<file path="src/rtl/div_sequencer_if.sv">
// Bundle of start request, operands, datapath link and result signals for the
// signed divide sequencer.
//   slave  : the sequencer side (takes requests, drives results and datapath controls)
//   master : the requester/datapath side (drives requests and dp_AQ, observes results)
// Signals:
//   ctrl_DIV, data_operandA, data_operandB : start request and signed operands
//   dp_load, dp_dividend, dp_divisor       : load strobe and held operands to the datapath
//   dp_AQ                                  : datapath state {remainder, unsigned quotient}
//   data_result, data_remainder            : signed quotient and remainder
//   data_exception, data_resultRDY, busy   : status flags
interface div_sequencer_if;
  logic        ctrl_DIV;
  logic [31:0] data_operandA;
  logic [31:0] data_operandB;
  logic        dp_load;
  logic [31:0] dp_dividend;
  logic [31:0] dp_divisor;
  logic [63:0] dp_AQ;
  logic [31:0] data_result;
  logic [31:0] data_remainder;
  logic        data_exception;
  logic        data_resultRDY;
  logic        busy;

  modport slave (
    input  ctrl_DIV, data_operandA, data_operandB, dp_AQ,
    output dp_load, dp_dividend, dp_divisor, data_result, data_remainder,
           data_exception, data_resultRDY, busy
  );

  modport master (
    output ctrl_DIV, data_operandA, data_operandB, dp_AQ,
    input  dp_load, dp_dividend, dp_divisor, data_result, data_remainder,
           data_exception, data_resultRDY, busy
  );
endinterface

</file>
<file path="src/rtl/div_sequencer.sv">
// Control sequencer for a 32-step iterative signed divider. It latches the
// signed operands, strobes an external unsigned datapath, counts 32 steps,
// then applies the sign rules to the datapath's quotient/remainder magnitudes.
// Ports:
//   clock   : rising-edge clock
//   reset_n : asynchronous active-low reset
//   bus     : div_sequencer_if.slave (request, datapath link, results, status)
module div_sequencer (
  input  logic            clock,
  input  logic            reset_n,
  div_sequencer_if.slave  bus
);

  typedef enum logic [2:0] {IDLE, LOAD, RUN, FIN, ERR} SeqState;

  SeqState     state;
  SeqState     nextState;
  logic [5:0]  iterCount;
  logic [31:0] dividendReg;
  logic [31:0] divisorReg;
  logic        overflowPair;
  logic [31:0] resultReg;
  logic [31:0] remainderReg;
  logic        exceptionReg;
  logic        resultRdyReg;
  logic        startRequest;
  logic        divByZero;
  logic [31:0] quotMag;
  logic [31:0] remMag;
  logic [31:0] quotSigned;
  logic [31:0] remSigned;

  // Requests only count while idle; a zero divisor skips the datapath entirely.
  assign startRequest = (state == IDLE) && bus.ctrl_DIV;
  assign divByZero    = (bus.data_operandB == 32'd0);

  // State register.
  always_ff @(posedge clock or negedge reset_n) begin
    if (!reset_n) begin
      state <= IDLE;
    end else begin
      state <= nextState;
    end
  end

  // Next-state logic: LOAD for one cycle, RUN for 32 cycles, then a single
  // completion cycle (FIN or ERR) before returning to IDLE.
  always_comb begin
    nextState = state;
    case (state)
      IDLE: begin
        if (startRequest) begin
          nextState = divByZero ? ERR : LOAD;
        end
      end
      LOAD: nextState = RUN;
      RUN: begin
        if (iterCount == 6'd31) begin
          nextState = FIN;
        end
      end
      FIN:     nextState = IDLE;
      ERR:     nextState = IDLE;
      default: nextState = IDLE;
    endcase
  end

  // Operand latches feed the datapath directly, so they only change on an
  // accepted (non-zero divisor) start. The most-negative / -1 pair is flagged
  // here because its true quotient does not fit in 32 bits.
  always_ff @(posedge clock or negedge reset_n) begin
    if (!reset_n) begin
      dividendReg  <= 32'd0;
      divisorReg   <= 32'd0;
      overflowPair <= 1'b0;
    end else if (startRequest && !divByZero) begin
      dividendReg  <= bus.data_operandA;
      divisorReg   <= bus.data_operandB;
      overflowPair <= (bus.data_operandA == 32'h8000_0000) &&
                      (bus.data_operandB == 32'hFFFF_FFFF);
    end
  end

  // Iteration counter: cleared while loading, counts each RUN step.
  always_ff @(posedge clock or negedge reset_n) begin
    if (!reset_n) begin
      iterCount <= 6'd0;
    end else if (state == LOAD) begin
      iterCount <= 6'd0;
    end else if (state == RUN) begin
      iterCount <= iterCount + 6'd1;
    end
  end

  // Quotient sign follows the XOR of operand signs; remainder takes the
  // dividend's sign (truncating division).
  assign quotMag    = bus.dp_AQ[31:0];
  assign remMag     = bus.dp_AQ[63:32];
  assign quotSigned = (dividendReg[31] ^ divisorReg[31]) ? (~quotMag + 32'd1) : quotMag;
  assign remSigned  = dividendReg[31] ? (~remMag + 32'd1) : remMag;

  // Result registers update only on the completion cycle and otherwise hold;
  // the ready flag is a one-cycle pulse after FIN or ERR.
  always_ff @(posedge clock or negedge reset_n) begin
    if (!reset_n) begin
      resultReg    <= 32'd0;
      remainderReg <= 32'd0;
      exceptionReg <= 1'b0;
      resultRdyReg <= 1'b0;
    end else begin
      resultRdyReg <= 1'b0;
      if (state == FIN) begin
        resultReg    <= quotSigned;
        remainderReg <= remSigned;
        exceptionReg <= overflowPair;
        resultRdyReg <= 1'b1;
      end else if (state == ERR) begin
        resultReg    <= 32'd0;
        remainderReg <= 32'd0;
        exceptionReg <= 1'b1;
        resultRdyReg <= 1'b1;
      end
    end
  end

  assign bus.dp_load        = (state == LOAD);
  assign bus.dp_dividend    = dividendReg;
  assign bus.dp_divisor     = divisorReg;
  assign bus.data_result    = resultReg;
  assign bus.data_remainder = remainderReg;
  assign bus.data_exception = exceptionReg;
  assign bus.data_resultRDY = resultRdyReg;
  assign bus.busy           = (state != IDLE);

endmodule

</file>
<file path="src/flat_wrapper.sv">
// flat-port wrapper written by rule: the top's interface ports become plain ports
module div_sequencer_flat 
  (clock, reset_n, bus_ctrl_DIV, bus_data_operandA, bus_data_operandB, bus_dp_AQ, bus_dp_load, bus_dp_dividend, bus_dp_divisor, bus_data_result, bus_data_remainder, bus_data_exception, bus_data_resultRDY, bus_busy);
  div_sequencer_if bus_i ();
  input  logic clock;
  input  logic reset_n;
  input wire logic [$bits(bus_i.ctrl_DIV)-1:0] bus_ctrl_DIV;
  input wire logic [$bits(bus_i.data_operandA)-1:0] bus_data_operandA;
  input wire logic [$bits(bus_i.data_operandB)-1:0] bus_data_operandB;
  input wire logic [$bits(bus_i.dp_AQ)-1:0] bus_dp_AQ;
  output wire logic [$bits(bus_i.dp_load)-1:0] bus_dp_load;
  output wire logic [$bits(bus_i.dp_dividend)-1:0] bus_dp_dividend;
  output wire logic [$bits(bus_i.dp_divisor)-1:0] bus_dp_divisor;
  output wire logic [$bits(bus_i.data_result)-1:0] bus_data_result;
  output wire logic [$bits(bus_i.data_remainder)-1:0] bus_data_remainder;
  output wire logic [$bits(bus_i.data_exception)-1:0] bus_data_exception;
  output wire logic [$bits(bus_i.data_resultRDY)-1:0] bus_data_resultRDY;
  output wire logic [$bits(bus_i.busy)-1:0] bus_busy;
  assign bus_i.ctrl_DIV = bus_ctrl_DIV;
  assign bus_i.data_operandA = bus_data_operandA;
  assign bus_i.data_operandB = bus_data_operandB;
  assign bus_i.dp_AQ = bus_dp_AQ;
  assign bus_dp_load = bus_i.dp_load;
  assign bus_dp_dividend = bus_i.dp_dividend;
  assign bus_dp_divisor = bus_i.dp_divisor;
  assign bus_data_result = bus_i.data_result;
  assign bus_data_remainder = bus_i.data_remainder;
  assign bus_data_exception = bus_i.data_exception;
  assign bus_data_resultRDY = bus_i.data_resultRDY;
  assign bus_busy = bus_i.busy;
  div_sequencer u_core (.clock(clock), .reset_n(reset_n), .bus(bus_i));
endmodule
</file>
<file path="config.mk">
export PLATFORM = sky130hd
export DESIGN_NAME = div_sequencer_flat
export DESIGN_NICKNAME = d
export VERILOG_FILES = /design/src/rtl/div_sequencer_if.sv /design/src/rtl/div_sequencer.sv /design/src/flat_wrapper.sv
export SDC_FILE = /design/constraint.sdc
export NUM_CORES = 1
export LEC_CHECK = 0
export BUFFER_PORTS_ARGS = -buffer_cell sky130_fd_sc_hd__buf_2
export CORE_ASPECT_RATIO = 0.6
export CORE_MARGIN = 2
export CORE_UTILIZATION = 36
export DETAILED_ROUTE_END_ITERATION = 16
export GPL_ROUTABILITY_DRIVEN = 0
export PLACE_DENSITY = 0.73
export SETUP_SLACK_MARGIN = 0.05
export SYNTH_ARGS = -nofsm -noshare
export SYNTH_HDL_FRONTEND = slang
export SYNTH_SLANG_ARGS = --single-unit
</file>
<file path="constraint.sdc">
create_clock -name clock -period 3.8 [get_ports clock]
set_input_delay 0.19 -clock clock [delete_from_list [all_inputs] [get_ports clock]]
set_output_delay 0.19 -clock clock [all_outputs]
set_load 0.1 [all_outputs]
</file>
==> run_results.csv, run 1 <==
group,metric,value,unit
outcome,status,"finished clean",
sta,slew_headroom,30.15,%
floorplan,fp.dieH,112.0,um
worst_setup_path,critical_path.max_fanout,53,
clocking,cts_resized,0,
global_route,grt_overflow,0,
synth,syn-cell-area,0.006997,mm2
finish,num-nets-final,1065,
synth,yosys_warnings,0,
sta,fin_crit,2705,ps
drt,drt_iter0_markers,399,
hold_path,min_path_type,"primary input to flop",
worst_setup_path,critPathCaptureType,"flop",
sta,fin_crit_sh,71.18,%
clocking,cts_tree,"yes",
sta,finalMaxSlewViolations,0,
drt,wire_per_inst,17.69,um
synth,synth_top_cells_by_area,"dfrtp_1 50%, mux2_1 6.9%, nand2_1 4.2%",
floorplan,row_count,39,
clocking,cts_root_buf,"clkbuf_16",
worst_setup_path,arrival,3000,ps
placed_design,dpl_worst_slack,1206,ps
placed_design,dp_hpwl,15.64,mm
global_route,grt_pass1_wl,33.16,mm
floorplan,die_area,0.02060,mm2
synth,synth.most_common_cell,"dfrtp_1",
floorplan,start_util,36.77,%
synth,ys.flop_type,"dfrtp_1",
global_route,grt_usage,20.87,%
drt,wirelength,21.07,mm
global_route,grt_max_degree,106,
clocking,clock_path_buffers,2,
synth,synth_cell_type_count,59,
floorplan,coreArea,0.01903,mm2
global_route,antenna_found_initial,1,
synth,ys_seq_area_share,50.07,%
drt,drc,0,
sta,fin_ws,1095,ps
synth,async_reset_ff_share,100.0,%
synth,synthTopCellsByCount,"140 x dfrtp_1, 79 x nand2_1, 43 x mux2_1, 40 x o21ai_1, 36 x o21ai_0",
clocking,htreeDepth,4,
synth,synth-edff-count,0,
sta,tightest_slew,1044,ps
clocking,post_cts_buffers,0,
clocking,cts_sinks,140,
sta,hold_viol,0,
drt,viasPerCell,5.113,
drt,first_pass_iters,5,
worst_setup_path,crit_slowest_cell,"buf_4",
synth,syn-num-nets,783,
sta,fmax,0.3697,GHz
synth,ys_seq_elements,140,
clocking,clk_latency,420,ps
finish,syn2layout_area_growth,34.76,%
drt,via_count,6089,
sta,fin_skew,8.327,ps
finish,drive_above_1_share,37.50,%
worst_setup_path,critPathKind,"primary input to flop",
synth,synth.top_cell.area_share,50.07,%
sta,rsz0062_at_grt,"no",
clocking,cts_buffers,17,
clocking,clk_pin_slew,70,ps
run,drv_cap,0,
floorplan,io_pins,263,
worst_setup_path,critPathMaxStageDelay,630,ps
floorplan,die_w,184.0,um
synth,syn_inst,649,
global_route,grt_pass1_vias,5967,
sta,setup_violations,0,
sta,fin_tns_setup,0,ps
synth,synth.avg_cell_area,10.78,um2
drt,detail-route-antenna-nets,0,
synth,yosysTopAreaCell,"dfrtp_1",
finish,fin_util,49.55,%
sta,timing.hold.ws,19.04,ps
worst_setup_path,required,4100,ps
placed_design,io_buffers,262,
clocking,cts_hold_buf,23,
worst_setup_path,path_cells,"dlygate4sd3_1 > buf_2 > nor4_1 > nand4_1 > o21ai_4 > buf_4 > mux2_2",
worst_setup_path,cp-start-kind,"primary input",
## critical path: cells and delay by family
family	cells	cell delay, ps
AOI/OAI and AO/OA	1	460
and+or+nand+nor	2	570
muxes	1	420
buffers and inverters	3	1320
## layout by cell type (no fill, tap or decap), types with 7 or more instances in the layout
master / Yosys / final
o21ai_0: 36 / 36
xor2_1: 33 / 33
dlygate4sd3_1: 0 / 24
inv_1: 13 / 13
mux2_2: 22 / 22
mux2_1: 43 / 43
o21ai_1: 40 / 39
nand4_1: 14 / 14
nand2_1: 79 / 79
o31ai_1: 10 / 10
a21oi_1: 11 / 10
buf_2: 10 / 261
buf_4: 0 / 7
xnor2_1: 28 / 27
clkbuf_16: 0 / 17
nor4_1: 22 / 22
dfrtp_1: 140 / 140
nor2_1: 29 / 29
o41ai_2: 8 / 8
nor3_1: 9 / 9
nand3_1: 11 / 11
## per-layer routing
metal / vias to the layer above / part of all wire (%) / global-route usage [%] / wire [um]
met5: - / 0 / 0 / 0
met4: 0 / 1.5 / 6.720 / 324
met3: 23 / 5.7 / 4.612 / 1210
met2: 201 / 41 / 28.70 / 8666
met1: 2949 / 52 / 32.12 / 10870
li1: 2916 / - / - / -
## kinds of logic (layout without fill, tap and decap cells)
kind of cell,after synthesis,in the layout,synth area share (%)
XOR/XNOR,61,61,7.636
multiplexers,66,66,10.60
other,0,1,0
flip-flops,140,140,50.07
buffers and inverters,45,340,2.700
AO/OA/AOI/OAI,131,131,12.50
AND/OR/NAND/NOR,203,203,15.95
adder cells (fa/ha/maj),3,3,0.5365
## final cells by class
cell class / instances / area [um2]
sequential: 140 / 3503
clock buffer: 18 / 429.2
antenna: 1 / 2.502
inverter: 13 / 48.80
fill: 1779 / 9602
tap: 246 / 307.8
clock inverter: 14 / 152.6
multi-input combinational: 464 / 3334
timing repair buffer: 295 / 1650
## worst paths after layout
path	from	endpoint	slack, ps	cells after the start
setup / recovery	bus_data_operandB[13]	u_core.bus.dp_dividend[9]	1100	7
hold / removal	bus_data_operandA[12]	u_core.bus.dp_dividend[12]	20	2
setup reg to reg	u_core.bus.dp_dividend[31]	u_core.bus.data_result[5]	1540	5
hold reg to reg	u_core.bus.data_remainder[6]	u_core.bus.data_remainder[6]	470	2
max in group asynchronous	reset_n	u_core.bus.data_remainder[15]	2470	3
min in group asynchronous	reset_n	u_core.bus.dp_divisor[17]	460	2
## stage by stage
stage / area [um2] / instances
final: 9429 / 1191
after global routing: 9429 / 1191
after CTS: 9417 / 1189
after detailed placement: 8605 / 1134
after global placement: 8605 / 1134
after floorplan: 6997 / 649
## sequential cells by signal, summed over array words and instances (netlist names)
signal,cells
u_core.bus.data_remainder,32
u_core.bus.data_result,32
u_core.bus.dp_dividend,32
u_core.bus.dp_divisor,32
u_core.iterCount,6
u_core.state,3
u_core.bus.data_exception,1
u_core.bus.data_resultRDY,1
u_core.overflowPair,1
Power of run 1 is not shown: default switching activity piles up to over one toggle a cycle in this logic, so the estimate is an artifact.
==> run 2: changes to the inputs <==
--- a/config.mk
+++ b/config.mk
@@ -5,13 +5,14 @@
 export SDC_FILE = /design/constraint.sdc
 export NUM_CORES = 1
 export LEC_CHECK = 0
+export ABC_AREA = 1
 export BUFFER_PORTS_ARGS = -buffer_cell sky130_fd_sc_hd__buf_2
 export CORE_ASPECT_RATIO = 0.6
 export CORE_MARGIN = 2
 export CORE_UTILIZATION = 36
 export DETAILED_ROUTE_END_ITERATION = 16
 export GPL_ROUTABILITY_DRIVEN = 0
-export PLACE_DENSITY = 0.73
+export PLACE_DENSITY = 0.72
 export SETUP_SLACK_MARGIN = 0.05
 export SYNTH_ARGS = -nofsm -noshare
 export SYNTH_HDL_FRONTEND = slang
==> constraint.sdc (replaced) <==
create_clock -name clock -period 2.7 [get_ports clock]
set_input_delay 0.135 -clock clock [delete_from_list [all_inputs] [get_ports clock]]
set_output_delay 0.135 -clock clock [all_outputs]
set_load 0.1 [all_outputs]
==> run 2 against run 1 <==
Against the previous run:
- hold slack worse by 8.7 ps
- design area is 11% higher
- clock skew hardly changed
- core utilization is 2.1 points higher
- final cell count is 41% higher
- critical endpoint is now u_core.bus.dp_dividend[13]
==> run_results.csv, run 2 <==
group,metric,value,unit
drt,wl_met1,12.01,mm
floorplan,die_area,0.02218,mm2
sta,fmax,0.5190,GHz
sta,fin_crit_sh,71.36,%
drt,drc,0,
floorplan,row_count,40,
drt,first_pass_iters,5,
sta,tightest_slew,648.3,ps
global_route,grt_usage,23.12,%
drt,wire_per_inst,14.92,um
outcome,status,"finished clean",
synth,synth_top_cells_by_area,"dfrtp_1 46%, nand2_1 20%, o21ai_0 5.7%",
sta,hold_viol,0,
placed_design,dp_hpwl,18.17,mm
drt,drt_iter0_markers,741,
floorplan,coreArea,0.02027,mm2
drt,wl_met3,2.034,mm
synth,ys.flop_type,"dfrtp_1",
clocking,clk_latency,430,ps
clocking,clk_pin_slew,60,ps
synth,synth-edff-count,0,
synth,synth_compound_area_share,9.529,%
worst_setup_path,critPathCaptureType,"flop",
worst_setup_path,critPathKind,"primary input to flop",
floorplan,io_pins,263,
finish,drive_above_1_share,23.31,%
synth,ys_seq_elements,140,
drt,detail-route-antenna-nets,0,
clocking,cts_root_buf,"clkbuf_16",
sta,fin_skew,8.051,ps
worst_setup_path,critical_path.max_fanout,66,
drt,wirelength,25.09,mm
floorplan,start_util,37.25,%
finish,fin_util,51.62,%
synth,syn-cell-area,0.007550,mm2
worst_setup_path,arrival,2200,ps
global_route,grt_pass1_wl,40.03,mm
synth,syn-num-nets,1191,
floorplan,die_w,191.0,um
sta,setup_violations,0,
worst_setup_path,required,2980,ps
synth,synth_fa_ha_area_share,0.4972,%
synth,yosys.area_share.simple,35.60,%
finish,final_cell_mix,"396 x nand2_1, 261 x buf_2, 140 x dfrtp_1",
floorplan,fp.dieH,116.2,um
global_route,antenna_found_initial,2,
sta,fin_crit,1927,ps
synth,synth_top_family_by_area,"simple AND/OR/NAND/NOR gates",
drt,wl_met2,10.55,mm
synth,synthXorXnorAreaFrac,0.1160,%
worst_setup_path,cp-start-kind,"primary input",
global_route,grt_pass1_vias,7852,
synth,yosys_warnings,0,
synth,synth.avg_cell_area,7.143,um2
synth,synth.most_common_cell,"nand2_1",
synth,synth.top_cell.area_share,46.40,%
global_route,grt_overflow,0,
finish,syn2layout_area_growth,38.58,%
synth,async_reset_ff_share,100.0,%
hold_path,min_path_type,"primary input to flop",
sta,slew_headroom,56.72,%
run,drv_cap,0,
drt,dr.max_layer_used,"met5",
finish,fillCellCount,1981,
clocking,clock_path_buffers,2,
synth,synthMuxAreaShare,0,%
synth,yosysTopAreaCell,"dfrtp_1",
placed_design,io_buffers,262,
sta,finalMaxSlewViolations,0,
sta,fin_tns_setup,0,ps
finish,layout_commonest_cell,"nand2_1",
drt,viasPerCell,4.871,
drt,via_count,8193,
sta,rsz0062_at_grt,"no",
finish,num-nets-final,1529,
clocking,htreeDepth,4,
clocking,cts_tree,"yes",
synth,syn_inst,1057,
clocking,post_cts_buffers,0,
clocking,cts_sinks,140,
global_route,grt_max_degree,67,
synth,synthTopCellsByCount,"396 x nand2_1, 140 x dfrtp_1, 101 x nor2_1, 90 x inv_1, 86 x o21ai_0",
synth,ys_seq_area_share,46.40,%
synth,synth_cell_type_count,32,
clocking,cts_buffers,17,
-- run 2: path summary, 6_finish.rpt --
check | slack [ps] | endpoint | depth (start not counted) | startpoint
max in group asynchronous | 1780 | u_core.iterCount[2] | 3 | reset_n
worst min register to register | 470 | u_core.bus.data_result[25] | 2 | u_core.bus.data_result[25]
worst max register to register | 930 | u_core.bus.data_result[20] | 10 | u_core.bus.dp_dividend[31]
worst min-delay path | 10 | u_core.bus.data_remainder[15] | 3 | bus_dp_AQ[47]
min in group asynchronous | 230 | u_core.bus.data_result[29] | 2 | reset_n
worst max-delay path | 770 | u_core.bus.dp_dividend[13] | 9 | bus_data_operandB[4]
-- run 2: worst max-delay path: stages --
cell           delay [ps]
dlygate4sd3_1         550
buf_2                 140
nor2_1                 80
nand3_1                70
nor2_1                180
nand4_1               200
nand2_2               140
buf_4                 480
o21ai_0               170
-- run 2: through the flow --
step	setup WS [ps]	hold slack (ps)	instance area, um2	std cells
2_1_floorplan	434.9	-160.6	7555	1057
3_3_place_gp	962.6	120.9	9096	1568
3_5_place_dp	935.1	120.4	9096	1568
4_1_cts	851.3	2.136	10460	1680
5_1_grt	634.1	12.95	10460	1681
6_report	773.3	10.30	10460	1682
-- run 2: per-layer routing --
| layer | track usage [%] | vias to the layer above |
|---|---|---|
| li1 | - | 4088 |
| met1 | 32.28 | 3765 |
| met2 | 34.71 | 300 |
| met3 | 6.100 | 38 |
| met4 | 8.372 | 2 |
| met5 | 0 | - |
-- run 2: cell type report --
| class | instances | area (um2) | area share [%] |
|---|---|---|---|
| clock buffers | 18 | 429.2 | 4.102 |
| clock inverters | 13 | 121.4 | 1.160 |
| diodes | 2 | 5.005 | 0.04784 |
| well taps | 273 | 341.6 | 3.265 |
| repair buffers | 352 | 2233 | 21.35 |
| flip-flops and latches | 140 | 3503 | 33.48 |
| multi-input cells | 786 | 3458 | 33.05 |
| inverters | 98 | 370.4 | 3.540 |
-- run 2: repair_timing --
item,in CTS,in global routing
endpoints found under the hold margin,126,0
hold buffers,81,0
gates resized for setup,0,0
-- run 2: logic make-up after synthesis --
group | Yosys count
compound gates | 136
xor+xnor | 1
fa+ha+maj | 3
buf+inv | 131
flops | 140
simple gates | 646
Power of run 2 is left out for the same reason.
